<file path="config.mk">
export PLATFORM = sky130hd
export DESIGN_NAME = corescore_stream_arbiter
export DESIGN_NICKNAME = d
export VERILOG_FILES = /design/src/rtl/corescore_stream_arbiter_pkg.sv /design/src/rtl/corescore_stream_arbiter_rr_pick.sv /design/src/rtl/corescore_stream_arbiter.sv
export SDC_FILE = /design/constraint.sdc
export NUM_CORES = 1
export LEC_CHECK = 0
export CAP_MARGIN = 30
export CORE_MARGIN = 2
export CORE_UTILIZATION = 45
export CTS_CLUSTER_SIZE = 24
export DETAILED_ROUTE_END_ITERATION = 16
export DONT_BUFFER_PORTS = 1
export PLACE_DENSITY = 0.57
export SETUP_SLACK_MARGIN = 0.05
export SYNTH_ARGS = -nofsm -noshare
export SYNTH_HDL_FRONTEND = slang
export SYNTH_HIERARCHICAL = 1
export SYNTH_SLANG_ARGS = --single-unit
</file>
<file path="constraint.sdc">
create_clock -name i_clk -period 2.8 [get_ports i_clk]
set_input_delay 0.14 -clock i_clk [delete_from_list [all_inputs] [get_ports i_clk]]
set_output_delay 0.14 -clock i_clk [all_outputs]
set_load 0.005 [all_outputs]
</file>
<file path="src/rtl/corescore_stream_arbiter_pkg.sv">
// Shared types for the packet-granular stream arbiter.
package corescore_stream_arbiter_pkg;

  localparam int unsigned BYTE_W = 8;

  typedef enum logic {
    ST_IDLE = 1'b0,
    ST_PKT  = 1'b1
  } arb_state_e;

endpackage

</file>
<file path="src/rtl/corescore_stream_arbiter_rr_pick.sv">
// Combinational rotating-priority picker: first requester at or after last+1, wrapping.
module corescore_rr_pick #(
  parameter int N    = 4,
  parameter int IDXW = $clog2(N)
) (
  input  logic [N-1:0]    req_i,
  input  logic [IDXW-1:0] last_i,
  output logic [IDXW-1:0] gnt_idx_o,
  output logic            any_o
);

  // Walk from the farthest candidate to the nearest so the nearest one wins.
  always_comb begin
    gnt_idx_o = '0;
    any_o     = 1'b0;
    for (int off = N; off >= 1; off--) begin
      if (req_i[(int'(last_i) + off) % N]) begin
        gnt_idx_o = IDXW'((int'(last_i) + off) % N);
        any_o     = 1'b1;
      end
    end
  end

endmodule

</file>
<file path="src/rtl/corescore_stream_arbiter.sv">
// Round-robin arbiter sharing one byte-wide AXI-stream sink between N sources,
// locking the grant for a whole packet and adding one registered output stage.
//
//   state   | meaning
//   --------+--------------------------------------------
//   ST_IDLE | no grant; picking next requester after last
//   ST_PKT  | grant locked to source g_q until its tlast beat
module corescore_stream_arbiter
  import corescore_stream_arbiter_pkg::*;
#(
  parameter int N    = 4,
  parameter int IDXW = $clog2(N)
) (
  input  logic                  i_clk,
  input  logic                  i_rst_n,
  input  logic [N*BYTE_W-1:0]   i_tdata,
  input  logic [N-1:0]          i_tlast,
  input  logic [N-1:0]          i_tvalid,
  output logic [N-1:0]          o_tready,
  output logic [BYTE_W-1:0]     o_tdata,
  output logic                  o_tlast,
  output logic                  o_tvalid,
  input  logic                  i_tready,
  output logic [N-1:0]          o_grant,
  output logic                  o_active
);

  arb_state_e        state_q;
  logic [IDXW-1:0]   g_q;
  logic [IDXW-1:0]   last_q;
  logic [N-1:0]      grant_q;
  logic              active_q;
  logic [BYTE_W-1:0] tdata_q;
  logic              tlast_q;
  logic              tvalid_q;

  logic [IDXW-1:0]   pick_idx;
  logic              pick_any;
  logic              accept;
  logic              xfer;
  logic [BYTE_W-1:0] sel_data;
  logic              sel_last;

  corescore_rr_pick #(
    .N    (N),
    .IDXW (IDXW)
  ) u_pick (
    .req_i     (i_tvalid),
    .last_i    (last_q),
    .gnt_idx_o (pick_idx),
    .any_o     (pick_any)
  );

  // Sink ready feeds straight through to the granted source's ready.
  assign accept = (state_q == ST_PKT) && (!tvalid_q || i_tready);

  always_comb begin
    o_tready = '0;
    sel_data = '0;
    sel_last = 1'b0;
    for (int k = 0; k < N; k++) begin
      if (g_q == IDXW'(k)) begin
        o_tready[k] = accept;
        sel_data    = i_tdata[BYTE_W*k +: BYTE_W];
        sel_last    = i_tlast[k];
      end
    end
  end

  assign xfer = |(o_tready & i_tvalid);

  always_ff @(posedge i_clk or negedge i_rst_n) begin
    if (!i_rst_n) begin
      state_q  <= ST_IDLE;
      g_q      <= '0;
      last_q   <= IDXW'(N - 1);
      grant_q  <= '0;
      active_q <= 1'b0;
    end else begin
      case (state_q)
        ST_IDLE: begin
          if (pick_any) begin
            state_q  <= ST_PKT;
            g_q      <= pick_idx;
            grant_q  <= {{(N-1){1'b0}}, 1'b1} << pick_idx;
            active_q <= 1'b1;
          end
        end
        ST_PKT: begin
          if (xfer && sel_last) begin
            state_q  <= ST_IDLE;
            last_q   <= g_q;
            grant_q  <= '0;
            active_q <= 1'b0;
          end
        end
        default: state_q <= ST_IDLE;
      endcase
    end
  end

  always_ff @(posedge i_clk or negedge i_rst_n) begin
    if (!i_rst_n) begin
      tdata_q  <= '0;
      tlast_q  <= 1'b0;
      tvalid_q <= 1'b0;
    end else if (xfer) begin
      tdata_q  <= sel_data;
      tlast_q  <= sel_last;
      tvalid_q <= 1'b1;
    end else if (i_tready) begin
      tvalid_q <= 1'b0;
    end
  end

  assign o_tdata  = tdata_q;
  assign o_tlast  = tlast_q;
  assign o_tvalid = tvalid_q;
  assign o_grant  = grant_q;
  assign o_active = active_q;

endmodule

</file>
# Word-level counts from Yosys, hierarchy flattened
# Index checks and enable logic that the tools add are counted.
[word_totals] reg_bits=20 latch_bits=0 mem_bits_rw=0 romBits=0 input_bits=43 out_inout_bits=19 word_cells=85 mem_count=0
[classes] add_sub_neg=4 n_mul=0 n_div=0 magnitude_cmp=4 eq_ne=5 n_shift=1 muxes=43 n_bitwise=6 n_reduce_logical=14
[op_table] op="$mux 8" n=4
[op_table] op="$mux 1" n=26
[op_table] op="$lt 3x4->1 const B" n=4
[op_table] op="$bmux 1 s2" n=4
[op_table] op="$mux 2" n=4
[op_table] op="$mux 4" n=2
[op_table] op="$pmux 4 s2" n=1
[op_table] op="$reduce_or 2->1" n=4
[op_table] op="$reduce_and 2->1" n=3
[op_table] op="$add 2x1->2 const B" n=2
[op_table] op="$add 2x2->2 const B" n=2
[op_table] op="$and 1x1->1 const A" n=4
[op_table] op="$and 4x4->4" n=1
[op_table] op="$eq 2x2->1 const B" n=2
[op_table] op="$pmux 1 s2" n=2
[op_table] op="$reduce_or 4->1" n=1
[op_table] op="$shl 1x2->4 const A" n=1
[op_table] op="$eq 2x1->1 const B" n=1
[op_table] op="$logic_and 1x1->1" n=2
[op_table] op="$logic_not 2->1" n=1
[op_table] op="$ne 2x1->1 const B" n=1
[op_table] op="$ne 2x2->1 const B" n=1
[op_table] op="$reduce_bool 2->1" n=1
[op_table] op="$logic_not 1->1" n=1
[op_table] op="2 further kinds" n=2

# Depth between registers and ports, before layout
# Gate-level depths: netlist of the first run.
[depth] depth_word=13 ltp_mapped=6 depth_no_buf=6

# Hierarchy
# The synthesis of the first run kept the hierarchy.
[modules_own_cells] mod="corescore_stream_arbiter" n_inst=1 cells_per_inst=75 area_each_um2=1067.3 seq_area_each_um2=503.0
[modules_own_cells] mod="corescore_rr_pick" n_inst=1 cells_per_inst=14 area_each_um2=91.3 seq_area_each_um2=0.0

# Worst setup path after synthesis of the first run
# No wires, ideal clock.
[synth_timing] path_type="register to register" from="register g_q[0]" to="register tdata_q[2], in the netlist o_tdata[2]" setup_time_ns=0.125 arrival_time_ns=1.491 required_time_ns=2.675 slack_ns=1.184 path_stages_with_launch=5 n_path_buf=1 period_less_slack_ns=1.616 path_cell_list="dfrtp_1 buf_6 mux4_2 nand3_4 mux2_2"
[synth_between] elab_chain_cells=5 word_cells_on_any_way=14 cone_classes="eq/ne: 3; mux: 8; bitwise: 1; reduce/logical: 2"
[synth_rtl] item="from (decl)" line="corescore_stream_arbiter.sv:29" source="logic [IDXW-1:0] g_q;"
[synth_rtl] item="from (signal assigned)" line="corescore_stream_arbiter.sv:84" source="g_q <= pick_idx;"
[synth_rtl] item="$logic_not 2->1" line="corescore_stream_arbiter.sv:62" source="if (g_q == IDXW'(k)) begin"
[synth_rtl] item="$mux 8 (4 in a row)" line="corescore_stream_arbiter.sv:62"
[synth_rtl] item="to (signal assigned)" line="corescore_stream_arbiter.sv:108" source="tdata_q <= sel_data;"
[synth_rtl] item="to (decl)" line="corescore_stream_arbiter.sv:33" source="logic [BYTE_W-1:0] tdata_q;"
# Several ways; a longest one is shown, not always the timed one.
# A chain may end at the register's enable or synchronous reset.

# Worst setup path in the final report of the first run
[layout_timing] from="register g_q[1]" to="register tdata_q[4], in the netlist o_tdata[4]"
# The elaborated chain is that of the path after synthesis.

==> results of run 1 <==
Yosys cell counts (2+ instances only):
library cell	count	area [µm²]
a21oi_1	2	10.01
a31o_2	3	26.28
clkbuf_1	3	11.26
dfrtp_1	18	450.4
dfstp_2	2	52.55
inv_1	2	7.510
mux2_1	2	22.52
mux2_2	8	90.09
mux4_2	10	225.2
nand2_1	5	18.77
nand2b_1	5	31.28
nand3_1	3	15.01
nor2_1	8	30.03
logic make-up (layout without fill, tap and decap cells):
family,Yosys count,in the layout,synth area share
AND/OR/NAND/NOR,28,28,0.1436
multiplexers,21,21,0.3002
flip-flops,20,20,0.4341
AO/OA/AOI/OAI,13,13,0.09180
buffers and inverters,7,8,0.03023
metrics by stage:
step | setup WS (ns) | std cells | area, µm²
5_1_grt | 0.8652 | 120 | 1239
4_1_cts | 0.9239 | 120 | 1239
3_5_place_dp | 0.9351 | 115 | 1176
3_3_place_gp | 0.9876 | 115 | 1176
6_report | 0.9401 | 120 | 1239
2_1_floorplan | 1.184 | 89 | 1159
final timing paths:
| check | start | to | slack (ns) | cells after the start |
|---|---|---|---|---|
| hold / removal | i_tvalid[1] | state_q$_DFF_PN0_ | 0.12 | 3 |
| min in group asynchronous | i_rst_n | o_grant[0]$_DFFE_PN0P_ | 0.39 | 1 |
| hold reg to reg | o_active$_DFFE_PN0P_ | o_active$_DFFE_PN0P_ | 0.53 | 1 |
| max in group asynchronous | i_rst_n | o_grant[2]$_DFFE_PN0P_ | 1.87 | 1 |
| setup reg to reg | g_q[1]$_DFFE_PN0P_ | o_tdata[4]$_DFFE_PN0P_ | 0.94 | 3 |
| setup / recovery | g_q[1]$_DFFE_PN0P_ | o_tdata[4]$_DFFE_PN0P_ | 0.94 | 3 |
registers in the layout, summed over array words and instances (netlist names):
register  cells
g_q           2
last_q        2
o_active      1
o_grant       4
o_tdata       8
o_tlast       1
o_tvalid      1
state_q       1
power breakdown:
group	leakage, nW	internal (mW)	switching [mW]
logic	0.234	0.348	0.246
registers	0.238	0.442	0.167
clock network	0.0279	0.145	0.0937
total	0.500	0.935	0.507
worst max-delay path, stage by stage, from the launching register on:
cell and delay, ns:
dfrtp_1 0.74, mux4_2 0.46, nand3_4 0.19, mux2_2 0.36
area by class of cell:
class                      instances  share of cell area
timing repair buffer               2             0.01414
clock inverter                     1             0.02424
multi-input combinational         62              0.5010
inverter                           2            0.006061
tap                               30             0.03030
sequential                        20              0.4061
clock buffer                       3             0.01818
layout by cell type (no fill, tap or decap), drive strengths merged, types with 2 or more instances in the layout:
master / synthesis / final
mux4: 10 / 10
nand2b: 5 / 5
inv: 2 / 2
nand3: 4 / 4
nor2: 8 / 8
mux2: 10 / 10
a31o: 3 / 3
nand2: 5 / 5
dfstp: 2 / 2
dfrtp: 18 / 18
clkbuf: 3 / 3
a21oi: 3 / 3
routing by layer:
metal | GRT usage | wire length [µm] | vias to the layer above
met2 | 0.2798 | 1171 | 27
met1 | 0.2077 | 967 | 377
met5 | 0 | 0 | -
met3 | 0.04372 | 196 | 2
li1 | - | - | 337
met4 | 0.06250 | 13 | 0
timing repair:
action,4_1_cts,5_1_grt
buffers inserted,0,0
hold buffers,1,0
hold endpoints to repair,20,0
==> metrics.yaml, run 1 <==
outcome:
  status: "finished clean"
yosys:
  async_flop_share: 1.000
  avgSynthCellArea_um2: 13.02
  synth.distinct_cells: 31
  netlist_instances: 89
  syn-num-nets: 132
  synth_seq_cells: 20
  synth_warnings: 6
  synth_area_um2: 1159
  synth_edf_count: 0
  synth_flop_cell: "dfrtp_1"
  ys_seq_area_frac: 0.4341
clocking:
  clk_pin_slew_ns: 0.12
  root_buffer: "clkbuf_4"
  ctsHtreeMaxLevel: 1
  clk_path_buf_depth: 2
  clkSinkCount: 20
  cts_buffers: 3
  cts_tree: "yes"
  cts-resized-gates: 0
  clock_latency_ns: 0.30
placed_design:
  gp_congestion: 0.7216
  portBuffers: 0
  place_hpwl_mm: 1.798
cells_and_area:
  diodes: 0
  multi_input_area_um2: 620.6
  area_growth_pct: 6.912
  fin_util: 0.5046
  nFillCells: 216
  register_area_um2: 503.0
  fin_nets: 134
  drive_above_1_share: 0.3667
route:
  vias: 743
  firstDrtPassIters: 4
  drt_iter0_drc: 14
  drc: 0
  via_per_inst: 6.192
  wirelength_mm: 2.349
  wl_per_cell_um: 19.58
  ant_nets: 0
grt:
  grt_pass1_vias: 772
  overflow: 0
  grt_first_pass_wirelength_mm: 3.505
  grt_max_degree: 21
  antenna_found_initial: 0
  grt_use_total: 0.1681
floorplanning:
  die-height_um: 54.74
  io_pins: 62
  die_w_um: 54.74
  coreArea_um2: 2455
  fp-row-count: 18
  start_util: 0.4720
  die_area_um2: 2996
sta:
  skew_ns: 0.004686
  hold_ws_ns: 0.1182
  worstMarginPinSlew_ns: 0.8912
  finalHoldViolCount: 0
  setup_viol: 0
  fin_crit_sh: 0.6642
  grt_setup_unrepaired: "no"
  slew_violations: 0
  fin_crit_ns: 1.860
  max_slew_margin: 0.4039
  timing.setup.tns_ns: 0
  max_freq_ghz: 0.5377
worst_setup_path:
  critPathMaxFanout: 15
  end_kind: "register"
  path_class: "reg2reg"
  critical_path_required_ns: 3.00
  cp_data_arrival_time_ns: 2.06
  cp-start-kind: "register"
power_and_ir_drop:
  p_total_mw: 1.442
  leakage_nw: 0.5002
  p_per_area_nw_per_um2: 1164
  ir_drop_mv: 0.6095
job:
  max-cap-violations: 0
min_path:
  hold_class: "in2reg"
Note: power is estimated with default switching activity, not from simulation.
==> inputs of run 2 (changes only) <==
==> constraint.sdc (replaced) <==
create_clock -name i_clk -period 1.85 [get_ports i_clk]
set_input_delay 0.0925 -clock i_clk [delete_from_list [all_inputs] [get_ports i_clk]]
set_output_delay 0.0925 -clock i_clk [all_outputs]
set_load 0.005 [all_outputs]
==> run 2 against run 1 <==
- clock skew is 0.0032 ns higher
- die area stayed put
- power is 46% higher
- wire length is 0.55% lower
- sequential share of layout area hardly changed
- combinational power is 64% higher
- worst setup slack worse by 0.75 ns
- worst hold slack worse by 0.047 ns
==> metrics.yaml, run 2 (synthesis results as in run 1) <==
sta:
  hold_ws_ns: 0.07093  # -0.04731 ns
  max_freq_ghz: 0.6031  # +12%
  worstMarginPinSlew_ns: 0.9032  # +0.01204 ns
  grt_setup_unrepaired: "no"
  max_slew_margin: 0.3959  # -0.008051
  fin_crit_sh: 0.8963  # +0.2321
  timing.setup.tns_ns: 0  # unchanged
  setup_viol: 0  # unchanged
  skew_ns: 0.007929  # +0.003244 ns
  fin_crit_ns: 1.658  # -0.2017 ns
  slew_violations: 0  # unchanged
  finalHoldViolCount: 0  # unchanged
clocking:
  clkSinkCount: 20  # unchanged
  cts-resized-gates: 0  # unchanged
  clock_latency_ns: 0.30  # about the same
  cts_setup_buffers: 0  # unchanged
  cts_tree: "yes"
  clk_path_buf_depth: 2  # unchanged
  root_buffer: "clkbuf_4"
  cts_hold_buf: 1  # unchanged
  cts_buffers: 3  # unchanged
  ctsHtreeMaxLevel: 1  # unchanged
  clk_pin_slew_ns: 0.12  # about the same
floorplanning:
  coreArea_um2: 2455  # unchanged
  die_area_um2: 2996  # unchanged
  io_pins: 62  # unchanged
  die-height_um: 54.74  # unchanged
  die_w_um: 54.74  # unchanged
  fp-row-count: 18  # unchanged
  start_util: 0.4720  # unchanged
worst_setup_path:
  path_cells: "buf_4 > mux4_2 > nand4_4 > mux2_2"
  cp_data_arrival_time_ns: 1.89  # -0.17 ns
  path_class: "reg2reg"
  crit_slowest_cell: "mux4_2"
  critical_path_required_ns: 2.08  # -0.92 ns
  end_kind: "register"
  r2r_slack_ns: 0.19  # -0.75 ns
  cp-start-kind: "register"
  max_stage_delay_ns: 0.52  # -0.22 ns
  critPathMaxFanout: 9  # -6
job:
  max-cap-violations: 0  # unchanged
cells_and_area:
  fin_nets: 136  # +1.5%
  final_cells: 122  # +1.7%
  largest_register_ffs: 8  # unchanged
  final_cell_mix: "dfrtp_1 (18), mux4_2 (10), nor2_1 (8), mux2_2 (8)"
  area_growth_pct: 6.804
  drive_above_1_share: 0.3804  # +0.01377
  nFillCells: 221  # +2.3%
  final_common_cell: "dfrtp_1"
  fin_util: 0.5041  # -0.0005100
  diodes: 0  # unchanged
grt:
  grt_first_pass_wirelength_mm: 3.422  # -2.4%
  grt_pass1_vias: 761  # -1.4%
  overflow: 0  # unchanged
  grt_max_degree: 21  # unchanged
  grt_use_total: 0.1638  # -0.004328
  antenna_found_initial: 0  # unchanged
route:
  wl_per_cell_um: 19.15  # -2.2%
  ant_nets: 0  # unchanged
  firstDrtPassIters: 4  # unchanged
  wirelength_mm: 2.336  # -0.55%
  drc: 0  # unchanged
  vias: 738  # -0.67%
  via_per_inst: 6.049  # -2.3%
  drt_iter0_drc: 15  # +1
placed_design:
  portBuffers: 0  # unchanged
  gp_congestion: 0.7357  # +2.0%
  place_hpwl_mm: 1.811  # +0.71%
  dpl.cell_count: 117  # +1.7%
min_path:
  hold_class: "in2reg"
power_and_ir_drop:
  p_per_area_nw_per_um2: 1695  # +46%
  leakage_nw: 0.5032  # +0.60%
  ir_drop_mv: 0.8264  # +36%
outcome:
  status: "finished clean"
-- run 2: layout make-up --
type	count	area (µm²)	area share
clock buffer	4	36.28	0.02932
inverter	2	7.507	0.006067
multi-input combinational	62	620.6	0.5015
sequential	20	503.0	0.4065
tap	30	37.54	0.03033
timing repair buffer	4	32.53	0.02629
-- run 2: worst paths after layout --
path                                             start                     end  cells after the start
worst max register to register      g_q[0]$_DFFE_PN0P_   last_q[1]$_DFFE_PN1P_                      4
max in group asynchronous                      i_rst_n      g_q[0]$_DFFE_PN0P_                      1
min in group asynchronous                      i_rst_n  o_tdata[2]$_DFFE_PN0P_                      1
worst min register to register  o_tdata[0]$_DFFE_PN0P_  o_tdata[0]$_DFFE_PN0P_                      1
worst max-delay path                g_q[0]$_DFFE_PN0P_   last_q[1]$_DFFE_PN1P_                      4
worst min-delay path                       i_tvalid[1]       state_q$_DFF_PN0_                      3
-- run 2: critical path, delay by kind of cell (launching register included) --
family | cells | cell delay (ns)
multiplexers | 2 | 0.87
flip-flops | 1 | 0.40
AND/OR/NAND/NOR | 1 | 0.17
buffers and inverters | 1 | 0.15
-- run 2: report_power, final --
part	internal (mW)	switching, mW
clock	0.120	0.137
sequential	0.670	0.196
combinational	0.551	0.423
-- run 2: layer usage --
metal  track usage  wire length, µm  vias to the layer above
met5             0                0                        -
met4       0.06250               15                        0
met3       0.04098              179                        2
met2        0.2778             1228                       27
met1        0.1979              913                      370
li1              -                -                      339
-- run 2: through the flow --
| stage | cell area, µm² | total power, mW | worst slack, ns |
|---|---|---|---|
| after floorplan | 1159 | 1.676 | 0.2342 |
| after global placement | 1191 | 1.836 | 0.2135 |
| after detailed placement | 1191 | 1.867 | 0.1789 |
| after CTS | 1237 | 2.137 | 0.1638 |
| after global routing | 1237 | 2.270 | 0.1266 |
| final | 1237 | 2.098 | 0.1918 |
